`src/rtl/billiard_pkg.sv`:
```
// -----------------------------------------------------------------------------
// billiard_pkg
//   Shared types and helpers for the billiard collision sequencer.
//   - evt_type_t    : event type code carried on the event port
//   - BALL_WHITE/RED: ball select code carried on the event port
//   - sched_state_t : sequencer FSM states
//   - first_hole()  : index of the lowest set hole drawing request
// -----------------------------------------------------------------------------
package billiard_pkg;

  typedef enum logic [1:0] {
    EVT_NONE   = 2'd0,
    EVT_BORDER = 2'd1,
    EVT_BALL   = 2'd2,
    EVT_HOLE   = 2'd3
  } evt_type_t;

  localparam logic BALL_WHITE = 1'b0;
  localparam logic BALL_RED   = 1'b1;

  typedef enum logic [1:0] {
    COLLECT = 2'd0,
    ISSUE   = 2'd1,
    GAP     = 2'd2
  } sched_state_t;

  // Hole request vectors are widened to this size before the index search.
  localparam int MAX_HOLES = 8;

  // Lowest set bit index of a hole request vector; 0 when the vector is empty.
  // Scanning from the top down leaves the lowest hit as the final assignment.
  function automatic logic [2:0] first_hole(input logic [MAX_HOLES-1:0] vec);
    logic [2:0] idx;
    idx = 3'd0;
    for (int i = MAX_HOLES - 1; i >= 0; i--) begin
      if (vec[i]) begin
        idx = 3'(i);
      end else begin
        idx = idx;
      end
    end
    return idx;
  endfunction

endpackage

```
`src/rtl/ball_event_tracker.sv`:
```
// -----------------------------------------------------------------------------
// ball_event_tracker
//   Per-ball collision bookkeeping: sticky collect flags for the current frame,
//   the hole index of the first hole hit, the single pending event selected at
//   the frame snapshot (HOLE > BALL > BORDER), and the pocketed bit.
//
// Ports
//   clk, resetN    clock, asynchronous active-low reset
//   clear          re-rack: drops pocketed, collect and pending state
//   snap           frame snapshot strobe (already qualified against clear)
//   ball_dr        raw drawing request of this ball
//   ball_hit       white and red (both pocket-masked) drawn on the same pixel
//   border_dr      border drawing request
//   hole_dr        per-hole drawing requests
//   take           sequencer launches this ball's offered event this cycle
//   pocket         this ball's HOLE event was acknowledged
//   masked_dr      ball_dr with pocketing applied
//   pocketed       sticky pocketed flag (registered)
//   offer_valid/offer_type/offer_hole
//                  event this ball would launch now: the live snapshot
//                  selection during snap, otherwise the pending register
// -----------------------------------------------------------------------------
module ball_event_tracker
  import billiard_pkg::*;
#(
  parameter int NUM_HOLES = 6
) (
  input  logic                 clk,
  input  logic                 resetN,
  input  logic                 clear,
  input  logic                 snap,
  input  logic                 ball_dr,
  input  logic                 ball_hit,
  input  logic                 border_dr,
  input  logic [NUM_HOLES-1:0] hole_dr,
  input  logic                 take,
  input  logic                 pocket,
  output logic                 masked_dr,
  output logic                 pocketed,
  output logic                 offer_valid,
  output logic [1:0]           offer_type,
  output logic [2:0]           offer_hole
);

  logic            border_flag_r;
  logic            ball_flag_r;
  logic            hole_flag_r;
  logic [2:0]      hole_idx_r;
  logic            pend_valid_r;
  evt_type_t       pend_type_r;
  logic [2:0]      pend_hole_r;
  logic            pocketed_r;

  logic            masked_dr_s;
  logic            border_hit_s;
  logic            hole_hit_s;
  logic [MAX_HOLES-1:0] hole_vec_s;
  logic [2:0]      hit_idx_s;
  logic            sel_valid_s;
  evt_type_t       sel_type_s;
  logic [2:0]      sel_hole_s;

  assign masked_dr_s  = ball_dr & ~pocketed_r;
  assign border_hit_s = masked_dr_s & border_dr;
  assign hole_hit_s   = masked_dr_s & (|hole_dr);
  assign hole_vec_s   = MAX_HOLES'(hole_dr);
  assign hit_idx_s    = first_hole(hole_vec_s);

  assign masked_dr    = masked_dr_s;
  assign pocketed     = pocketed_r;

  // Highest-priority event among the flags collected so far this frame.
  always_comb begin
    sel_valid_s = 1'b1;
    sel_type_s  = EVT_NONE;
    sel_hole_s  = 3'd0;
    if (hole_flag_r) begin
      sel_type_s = EVT_HOLE;
      sel_hole_s = hole_idx_r;
    end else if (ball_flag_r) begin
      sel_type_s = EVT_BALL;
    end else if (border_flag_r) begin
      sel_type_s = EVT_BORDER;
    end else begin
      sel_valid_s = 1'b0;
    end
  end

  // During a snapshot the fresh selection supersedes any stale pending event,
  // so the sequencer can launch it in the same cycle.
  always_comb begin
    offer_valid = 1'b0;
    offer_type  = EVT_NONE;
    offer_hole  = 3'd0;
    if (snap) begin
      offer_valid = sel_valid_s;
      offer_type  = sel_type_s;
      offer_hole  = sel_hole_s;
    end else begin
      offer_valid = pend_valid_r;
      offer_type  = pend_type_r;
      offer_hole  = pend_hole_r;
    end
  end

  // Sticky collect flags; a hit in the snapshot cycle belongs to the new frame.
  always_ff @(posedge clk or negedge resetN) begin
    if (!resetN) begin
      border_flag_r <= 1'b0;
      ball_flag_r   <= 1'b0;
      hole_flag_r   <= 1'b0;
      hole_idx_r    <= 3'd0;
    end else if (clear || pocket) begin
      border_flag_r <= 1'b0;
      ball_flag_r   <= 1'b0;
      hole_flag_r   <= 1'b0;
      hole_idx_r    <= 3'd0;
    end else if (snap) begin
      border_flag_r <= border_hit_s;
      ball_flag_r   <= ball_hit;
      hole_flag_r   <= hole_hit_s;
      hole_idx_r    <= hole_hit_s ? hit_idx_s : 3'd0;
    end else begin
      border_flag_r <= border_flag_r | border_hit_s;
      ball_flag_r   <= ball_flag_r | ball_hit;
      hole_flag_r   <= hole_flag_r | hole_hit_s;
      // Only the first hole hit of the frame records its index.
      if (hole_hit_s && !hole_flag_r) begin
        hole_idx_r <= hit_idx_s;
      end else begin
        hole_idx_r <= hole_idx_r;
      end
    end
  end

  // Pending event: cleared when launched (the event then lives in the
  // sequencer's output registers), reloaded at each snapshot.
  always_ff @(posedge clk or negedge resetN) begin
    if (!resetN) begin
      pend_valid_r <= 1'b0;
      pend_type_r  <= EVT_NONE;
      pend_hole_r  <= 3'd0;
    end else if (clear || pocket || take) begin
      pend_valid_r <= 1'b0;
      pend_type_r  <= EVT_NONE;
      pend_hole_r  <= 3'd0;
    end else if (snap) begin
      pend_valid_r <= sel_valid_s;
      pend_type_r  <= sel_type_s;
      pend_hole_r  <= sel_hole_s;
    end else begin
      pend_valid_r <= pend_valid_r;
      pend_type_r  <= pend_type_r;
      pend_hole_r  <= pend_hole_r;
    end
  end

  // Pocketed bit: set by an acknowledged HOLE event, cleared only by re-rack.
  always_ff @(posedge clk or negedge resetN) begin
    if (!resetN) begin
      pocketed_r <= 1'b0;
    end else if (clear) begin
      pocketed_r <= 1'b0;
    end else if (pocket) begin
      pocketed_r <= 1'b1;
    end else begin
      pocketed_r <= pocketed_r;
    end
  end

endmodule

```
`src/rtl/collision_scheduler.sv`:
```
// -----------------------------------------------------------------------------
// collision_scheduler
//   Frame-level collision sequencer for the billiard game. Two
//   ball_event_tracker instances gather collision flags during the scan; at
//   startOfFrame the flags are snapshotted and one event per ball is issued
//   (white before red) over the evtReq/evtAck handshake.
//
// Optional feature (macro SCHED_TIMEOUT_EN): an ISSUE that waits ACK_TIMEOUT
//   cycles without evtAck drops its event (no pocketing) and pulses overrun.
//   With the macro undefined ISSUE waits indefinitely and the ACK_TIMEOUT
//   parameter does not exist.
//
// Ports
//   clk, resetN      clock, asynchronous active-low reset
//   startOfFrame     frame start pulse (snapshot)
//   newRack          re-rack pulse; wins over startOfFrame
//   whiteBallDR, redBallDR, borderDR, holeDR   pixel drawing requests
//   evtReq/evtBall/evtType/evtHole             registered event port
//   evtAck           consumer accepts the event (only seen in ISSUE)
//   whitePocketed, redPocketed                 sticky pocketed flags
//   overrun          one-cycle pulse: frame started while busy, or timeout
//   busy             FSM outside COLLECT
// -----------------------------------------------------------------------------
module collision_scheduler
  import billiard_pkg::*;
#(
  parameter int NUM_HOLES   = 6
`ifdef SCHED_TIMEOUT_EN
  ,
  parameter int ACK_TIMEOUT = 15
`endif
) (
  input  logic                 clk,
  input  logic                 resetN,
  input  logic                 startOfFrame,
  input  logic                 newRack,
  input  logic                 whiteBallDR,
  input  logic                 redBallDR,
  input  logic                 borderDR,
  input  logic [NUM_HOLES-1:0] holeDR,
  output logic                 evtReq,
  output logic                 evtBall,
  output logic [1:0]           evtType,
  output logic [2:0]           evtHole,
  input  logic                 evtAck,
  output logic                 whitePocketed,
  output logic                 redPocketed,
  output logic                 overrun,
  output logic                 busy
);

  sched_state_t state_r;
  logic         evt_req_r;
  logic         evt_ball_r;
  evt_type_t    evt_type_r;
  logic [2:0]   evt_hole_r;
  logic         overrun_r;
  logic         busy_r;

  logic         sof_s;
  logic         w_masked_s;
  logic         r_masked_s;
  logic         ball_hit_s;
  logic         w_offer_valid_s;
  logic [1:0]   w_offer_type_s;
  logic [2:0]   w_offer_hole_s;
  logic         r_offer_valid_s;
  logic [1:0]   r_offer_type_s;
  logic [2:0]   r_offer_hole_s;
  logic         launch_s;
  logic         w_take_s;
  logic         r_take_s;
  logic         ack_s;
  logic         w_pocket_s;
  logic         r_pocket_s;
  logic         timeout_s;
  logic         nxt_ball_s;
  evt_type_t    nxt_type_s;
  logic [2:0]   nxt_hole_s;

  // Re-rack outranks a coincident frame start.
  assign sof_s      = startOfFrame & ~newRack;
  assign ball_hit_s = w_masked_s & r_masked_s;

  // A launch happens from COLLECT or GAP whenever either ball offers an event.
  assign launch_s = ((state_r == COLLECT) || (state_r == GAP)) &&
                    (w_offer_valid_s || r_offer_valid_s) && !newRack;
  assign w_take_s = launch_s & w_offer_valid_s;
  assign r_take_s = launch_s & ~w_offer_valid_s & r_offer_valid_s;

  assign ack_s      = (state_r == ISSUE) && evtAck && !newRack;
  assign w_pocket_s = ack_s && (evt_type_r == EVT_HOLE) && (evt_ball_r == BALL_WHITE);
  assign r_pocket_s = ack_s && (evt_type_r == EVT_HOLE) && (evt_ball_r == BALL_RED);

  ball_event_tracker #(.NUM_HOLES(NUM_HOLES)) u_white (
    .clk         (clk),
    .resetN      (resetN),
    .clear       (newRack),
    .snap        (sof_s),
    .ball_dr     (whiteBallDR),
    .ball_hit    (ball_hit_s),
    .border_dr   (borderDR),
    .hole_dr     (holeDR),
    .take        (w_take_s),
    .pocket      (w_pocket_s),
    .masked_dr   (w_masked_s),
    .pocketed    (whitePocketed),
    .offer_valid (w_offer_valid_s),
    .offer_type  (w_offer_type_s),
    .offer_hole  (w_offer_hole_s)
  );

  ball_event_tracker #(.NUM_HOLES(NUM_HOLES)) u_red (
    .clk         (clk),
    .resetN      (resetN),
    .clear       (newRack),
    .snap        (sof_s),
    .ball_dr     (redBallDR),
    .ball_hit    (ball_hit_s),
    .border_dr   (borderDR),
    .hole_dr     (holeDR),
    .take        (r_take_s),
    .pocket      (r_pocket_s),
    .masked_dr   (r_masked_s),
    .pocketed    (redPocketed),
    .offer_valid (r_offer_valid_s),
    .offer_type  (r_offer_type_s),
    .offer_hole  (r_offer_hole_s)
  );

  // White-before-red arbitration of the event to launch.
  always_comb begin
    nxt_ball_s = BALL_WHITE;
    nxt_type_s = EVT_NONE;
    nxt_hole_s = 3'd0;
    if (w_offer_valid_s) begin
      nxt_ball_s = BALL_WHITE;
      nxt_type_s = evt_type_t'(w_offer_type_s);
      nxt_hole_s = w_offer_hole_s;
    end else begin
      nxt_ball_s = BALL_RED;
      nxt_type_s = evt_type_t'(r_offer_type_s);
      nxt_hole_s = r_offer_hole_s;
    end
  end

`ifdef SCHED_TIMEOUT_EN
  logic [3:0] ack_wait_r;

  // Number of the current ISSUE cycle; 1 in the first cycle evtReq is high.
  always_ff @(posedge clk or negedge resetN) begin
    if (!resetN) begin
      ack_wait_r <= 4'd0;
    end else if (newRack) begin
      ack_wait_r <= 4'd0;
    end else if (launch_s) begin
      ack_wait_r <= 4'd1;
    end else if ((state_r == ISSUE) && (ack_wait_r != 4'd15)) begin
      ack_wait_r <= ack_wait_r + 4'd1;
    end else begin
      ack_wait_r <= ack_wait_r;
    end
  end

  // An ack in the final waiting cycle still wins over the timeout.
  assign timeout_s = (state_r == ISSUE) && !evtAck && !newRack &&
                     (ack_wait_r == 4'(ACK_TIMEOUT));
`else
  assign timeout_s = 1'b0;
`endif

  // Sequencer FSM with registered event port, busy and overrun.
  always_ff @(posedge clk or negedge resetN) begin
    if (!resetN) begin
      state_r    <= COLLECT;
      evt_req_r  <= 1'b0;
      evt_ball_r <= 1'b0;
      evt_type_r <= EVT_NONE;
      evt_hole_r <= 3'd0;
      overrun_r  <= 1'b0;
      busy_r     <= 1'b0;
    end else if (newRack) begin
      state_r    <= COLLECT;
      evt_req_r  <= 1'b0;
      evt_ball_r <= 1'b0;
      evt_type_r <= EVT_NONE;
      evt_hole_r <= 3'd0;
      overrun_r  <= 1'b0;
      busy_r     <= 1'b0;
    end else begin
      overrun_r <= (sof_s && (state_r != COLLECT)) || timeout_s;
      case (state_r)
        COLLECT, GAP: begin
          if (launch_s) begin
            state_r    <= ISSUE;
            evt_req_r  <= 1'b1;
            evt_ball_r <= nxt_ball_s;
            evt_type_r <= nxt_type_s;
            evt_hole_r <= nxt_hole_s;
            busy_r     <= 1'b1;
          end else begin
            state_r    <= COLLECT;
            evt_req_r  <= 1'b0;
            busy_r     <= 1'b0;
          end
        end
        ISSUE: begin
          // Event fields stay frozen until the handshake ends.
          if (ack_s || timeout_s) begin
            state_r   <= GAP;
            evt_req_r <= 1'b0;
            busy_r    <= 1'b1;
          end else begin
            state_r   <= ISSUE;
            evt_req_r <= 1'b1;
            busy_r    <= 1'b1;
          end
        end
        default: begin
          state_r   <= COLLECT;
          evt_req_r <= 1'b0;
          busy_r    <= 1'b0;
        end
      endcase
    end
  end

  assign evtReq  = evt_req_r;
  assign evtBall = evt_ball_r;
  assign evtType = evt_type_r;
  assign evtHole = evt_hole_r;
  assign overrun = overrun_r;
  assign busy    = busy_r;

endmodule

```
`config.mk`:
```
export PLATFORM = sky130hd
export DESIGN_NAME = collision_scheduler
export DESIGN_NICKNAME = d
export VERILOG_FILES = /design/src/rtl/billiard_pkg.sv /design/src/rtl/ball_event_tracker.sv /design/src/rtl/collision_scheduler.sv
export SDC_FILE = /design/constraint.sdc
export NUM_CORES = 1
export LEC_CHECK = 0
export BUFFER_PORTS_ARGS = -buffer_cell sky130_fd_sc_hd__buf_4
export CORE_MARGIN = 3
export CORE_UTILIZATION = 51
export CTS_CLUSTER_SIZE = 28
export DETAILED_ROUTE_END_ITERATION = 8
export HOLD_SLACK_MARGIN = 0.08
export PLACE_DENSITY = 0.85
export REMOVE_ABC_BUFFERS = 1
export SETUP_SLACK_MARGIN = 0.4
export SYNTH_ARGS = -nofsm -noshare
export SYNTH_HDL_FRONTEND = slang
export SYNTH_HIERARCHICAL = 1
export SYNTH_SLANG_ARGS = --single-unit
```
`constraint.sdc`:
```
create_clock -name clk -period 1.75 [get_ports clk]
set_input_delay 0.0875 -clock clk [delete_from_list [all_inputs] [get_ports clk]]
set_output_delay 0.0875 -clock clk [all_outputs]
set_load 0.01 [all_outputs]
```
==> metrics.md <==
| Metric | Value |
|---|---|
| Maximum clock rate | 0.555 GHz |
| Vias in the first global route | 1626 |
| Master cell of the clock root buffer | sky130_fd_sc_hd__clkbuf_8 |
| Slowest cell on the critical path | sky130_fd_sc_hd__dfrtp_1 |
| Global-route wire length before repair | 7.80 mm |
| Mean cell area of the mapped netlist | 9.98 µm² |
| CTS tree | yes |
| Min Hold Slack | 110 ps |
| Average wire per standard cell | 19.8 µm |
| Area share of the leading cell type in the synthesized netlist | 48.0% |
| Storage cell area | about 900 µm² |
| Endpoint of the worst setup timing path | u_white/hole_idx_r[2] |
| Depth of the worst register-to-register path | 6 |
| Number of warning messages in the yosys log | 6 |
| Slew headroom | 51.4% |
| Element type at the critical path end | register |
| Net count, final | 260 |
| Worst Path Arrival | 1980 ps |
| Final number of hold-violating endpoints | 0 |
| Sum of negative setup slack | -148 ps |
| Violated checks | negative setup slack |
| WL met2 | approximately 3.0 mm |
| Detailed-route wire length | 5.81 mm |
| Die Footprint | 4440 µm² |
| Largest vdd supply drop | 493 µV |
| Total number of placement rows | 21 |
| DRT met1 WL | 2.41 mm |
| Result of the run | finished, violations left |
| Post-layout worst setup margin | -52.7 ps |
| I/O Buffers | 24 |
| Pre-antenna DRT Iters | 4 |
| Number of H-tree branching levels | 2 |
| Remaining routing DRC violations | 0 |
| Setup repair after global routing missed its margin | yes |
| Part of the Yosys area used for sequential elements | 48.0% |
| Area of the core | 3440 µm² |
| Gate Count Post-Synth | 188 |
| Global placement routability congestion | just over 0.9 |
| Placed wire-length estimate | 2.99 mm |
| Filler-free cell count of the finished design | 293 |
| Die height | around 67 µm |
| Antenna cells | 0 |
| Leading cell type in the layout, fill and taps excluded | sky130_fd_sc_hd__buf_4 |
| Overall track demand over capacity in global routing | 24.0% |
| Effective utilization at floorplan | a little over half |
| # IOs | 25 |
| Layout Skew | 4.75 ps |
| CTS max path bufs | 2 |
| Initial antenna violation count | 0 |
| Count of distinct cell types in the synthesized netlist | 34 |
| Crit Path Max Fanout | 3 |
| Top cells by area, synth | sky130_fd_sc_hd__dfrtp_1 (48%), sky130_fd_sc_hd__nor2b_1 (5.7%), sky130_fd_sc_hd__nor2_1 (4.4%) |
| R2r endpoint | u_white/hole_idx_r[2] |
| Number of pins with negative max-slew slack in the final report | 0 |
| Clock slew at reported path FFs | 70 ps |
| Area used by multi-input combinational logic | 1120 µm² |
| Final worst path period need | 1800 ps |
| Vias per cell | just under 6 |
| Count of vias placed by the detailed router | 1713 |
| Largest net degree at the start of global routing | 37 |
| List of cells traversed by the critical path | and4bb_2 > and4b_2 > or2_4 > nor2_4 > o21ai_2 > mux2_1 |
| Max layer used | met4 |
| Final global-route overflow total | 0 |
| Final setup fails | 3 |
| R2r startpoint | state_r[0] |
| Number of storage elements in the synthesis netlist | 36 |
| Standby leakage power | 1.19 nW |
| Die Wd | 66.6 µm |
| Leading cell types in the layout, fill and taps excluded | sky130_fd_sc_hd__buf_4 (44), sky130_fd_sc_hd__dfrtp_1 (36), sky130_fd_sc_hd__nor2_1 (15), sky130_fd_sc_hd__nor2b_1 (15), sky130_fd_sc_hd__inv_1 (14) |
| Nature of the critical path startpoint | register |
| Dpl cells | 270 |
| Number of buffers created by CTS | 5 |
| Iteration-0 DRC count of the detailed router | 141 |
| Required time of the critical path | between 1500 and 2000 ps |
| Total number of clock tree sinks | 36 |
| Crit path launch | state_r[0] |
| Cell Area, Synth | 1880 µm² |
| Max cap viols | 0 |
| Worst path max stage delay | 390 ps |
| Critical path class | register to register |
| Area leader, netlist | sky130_fd_sc_hd__dfrtp_1 |
| Area growth from synthesis to final layout | 44.5% |
| Clock latency at the later pin of the worst-skew pair | just under 300 ps |
| R2R Setup Slk | -50 ps |
| Filler cell count | 199 |
| Remaining antenna violation count | 0 |
| PwrDens | 753 nW/µm² |
| Layout cells sized above 1 | 48.2% |
| Worst Max-Slew Pin Slew | ~720 ps |
| Final worst path period share | 103% |
| Tightest Hold Check Type | input port to register |
| Wire length on met3 | 275 µm |
how the worst min path moves through the flow:
| stage | start | end | slack (ps) | depth (start not counted) |
|---|---|---|---|---|
| 2_1_floorplan | resetN | busy | -210 | 0 |
| 3_3_place_gp | resetN | busy | 60 | 1 |
| 3_5_place_dp | resetN | busy | 60 | 1 |
| 4_1_cts | evtAck | state_r[0] | 90 | 3 |
| 5_1_grt | evtAck | state_r[0] | 100 | 3 |
| 6_report | evtAck | state_r[0] | 110 | 3 |
critical path, delay by kind of cell, from the launching register on:
kind | cells | cell delay (ps)
simple gates | 4 | 890
mux | 1 | 310
compound gates | 1 | 90
flops | 1 | 390
layout make-up:
type,instances,area share (%)
clock buffers,8,3.32
flip-flops and latches,36,33.2
well taps,46,2.12
repair buffers,58,18.1
inverters,14,1.94
multi-input cells,131,41.3
power by group:
group          total [W]  internal (W)  switching (W)
Clock           0.000612      0.000321       0.000291
Sequential      0.000900      0.000872      0.0000279
Combinational   0.000530      0.000251       0.000279
Total            0.00204       0.00144       0.000598
synthesized netlist by cell type:
cell type and instances:
sky130_fd_sc_hd__o21bai_1 3, sky130_fd_sc_hd__nor2b_1 17, sky130_fd_sc_hd__a22oi_1 2, sky130_fd_sc_hd__nor3_1 12
sky130_fd_sc_hd__and4b_1 1, sky130_fd_sc_hd__nand2_1 2, sky130_fd_sc_hd__nand2b_1 2, sky130_fd_sc_hd__or4_4 2
sky130_fd_sc_hd__buf_6 3, sky130_fd_sc_hd__and4_1 1, sky130_fd_sc_hd__nand3_1 6, sky130_fd_sc_hd__and4bb_2 1
sky130_fd_sc_hd__a21oi_1 12, sky130_fd_sc_hd__or3_1 2, sky130_fd_sc_hd__clkbuf_1 2, sky130_fd_sc_hd__clkbuf_2 2
sky130_fd_sc_hd__o21ba_2 1, sky130_fd_sc_hd__a211oi_1 1, sky130_fd_sc_hd__inv_1 14, sky130_fd_sc_hd__o31ai_4 2
sky130_fd_sc_hd__or2_1 1, sky130_fd_sc_hd__mux2_1 6, sky130_fd_sc_hd__o21ai_0 10, sky130_fd_sc_hd__o21a_1 1
sky130_fd_sc_hd__o32ai_1 5, sky130_fd_sc_hd__dfrtp_1 36, sky130_fd_sc_hd__mux2i_1 5, sky130_fd_sc_hd__a221oi_1 3
sky130_fd_sc_hd__or2_2 2, sky130_fd_sc_hd__o32ai_2 1, sky130_fd_sc_hd__or2b_2 5, sky130_fd_sc_hd__and2_1 1
sky130_fd_sc_hd__o21ai_2 2, sky130_fd_sc_hd__nor2_1 22
repair_timing:
item                                    4_1_cts  5_1_grt
endpoints found under the hold margin        38        0
setup buffers                                 5        8
endpoints found under the setup margin       31       33
hold buffers                                  2        0
pin swaps                                    14       10
gates resized for setup                      29       40
metal layers:
metal	vias to the layer above	track usage (%)
li1	767	-
met1	873	31.5
met2	56	37.9
met3	17	6.41
met4	0	8.88
met5	-	0
per-stage QoR:
stage	total power, W	utilization, %	setup WS [ps]	area (µm²)
after floorplan	0.00108	-	-883	1820
after global placement	0.00124	64.1	-11.3	2210
after detailed placement	0.00125	64.1	-61.7	2210
after CTS	0.00191	71.6	84.0	2460
after global routing	0.00213	78.7	-81.3	2710
final	0.00204	78.7	-52.7	2710
flip-flops by register name, summed over array words and instances, names as in the netlist, 2 cells and up:
register and flops:
u_red/pend_hole_r 3, u_red/hole_idx_r 3, u_white/pend_type_r 2, state_r 2, evtHole 3, evtType 2, u_white/pend_hole_r 3, u_white/hole_idx_r 3
u_red/pend_type_r 2
kinds of logic (layout without fill, tap and decap cells):
logic type	Yosys count	count (layout)	synth area share (%)
DFF	36	36	48.0
muxes	11	11	6.27
AOI/OAI and AO/OA	43	43	17.0
and+or+nand+nor	77	77	23.1
buffers and inverters	21	80	5.54
Note: power is estimated with default switching activity, not from simulation.
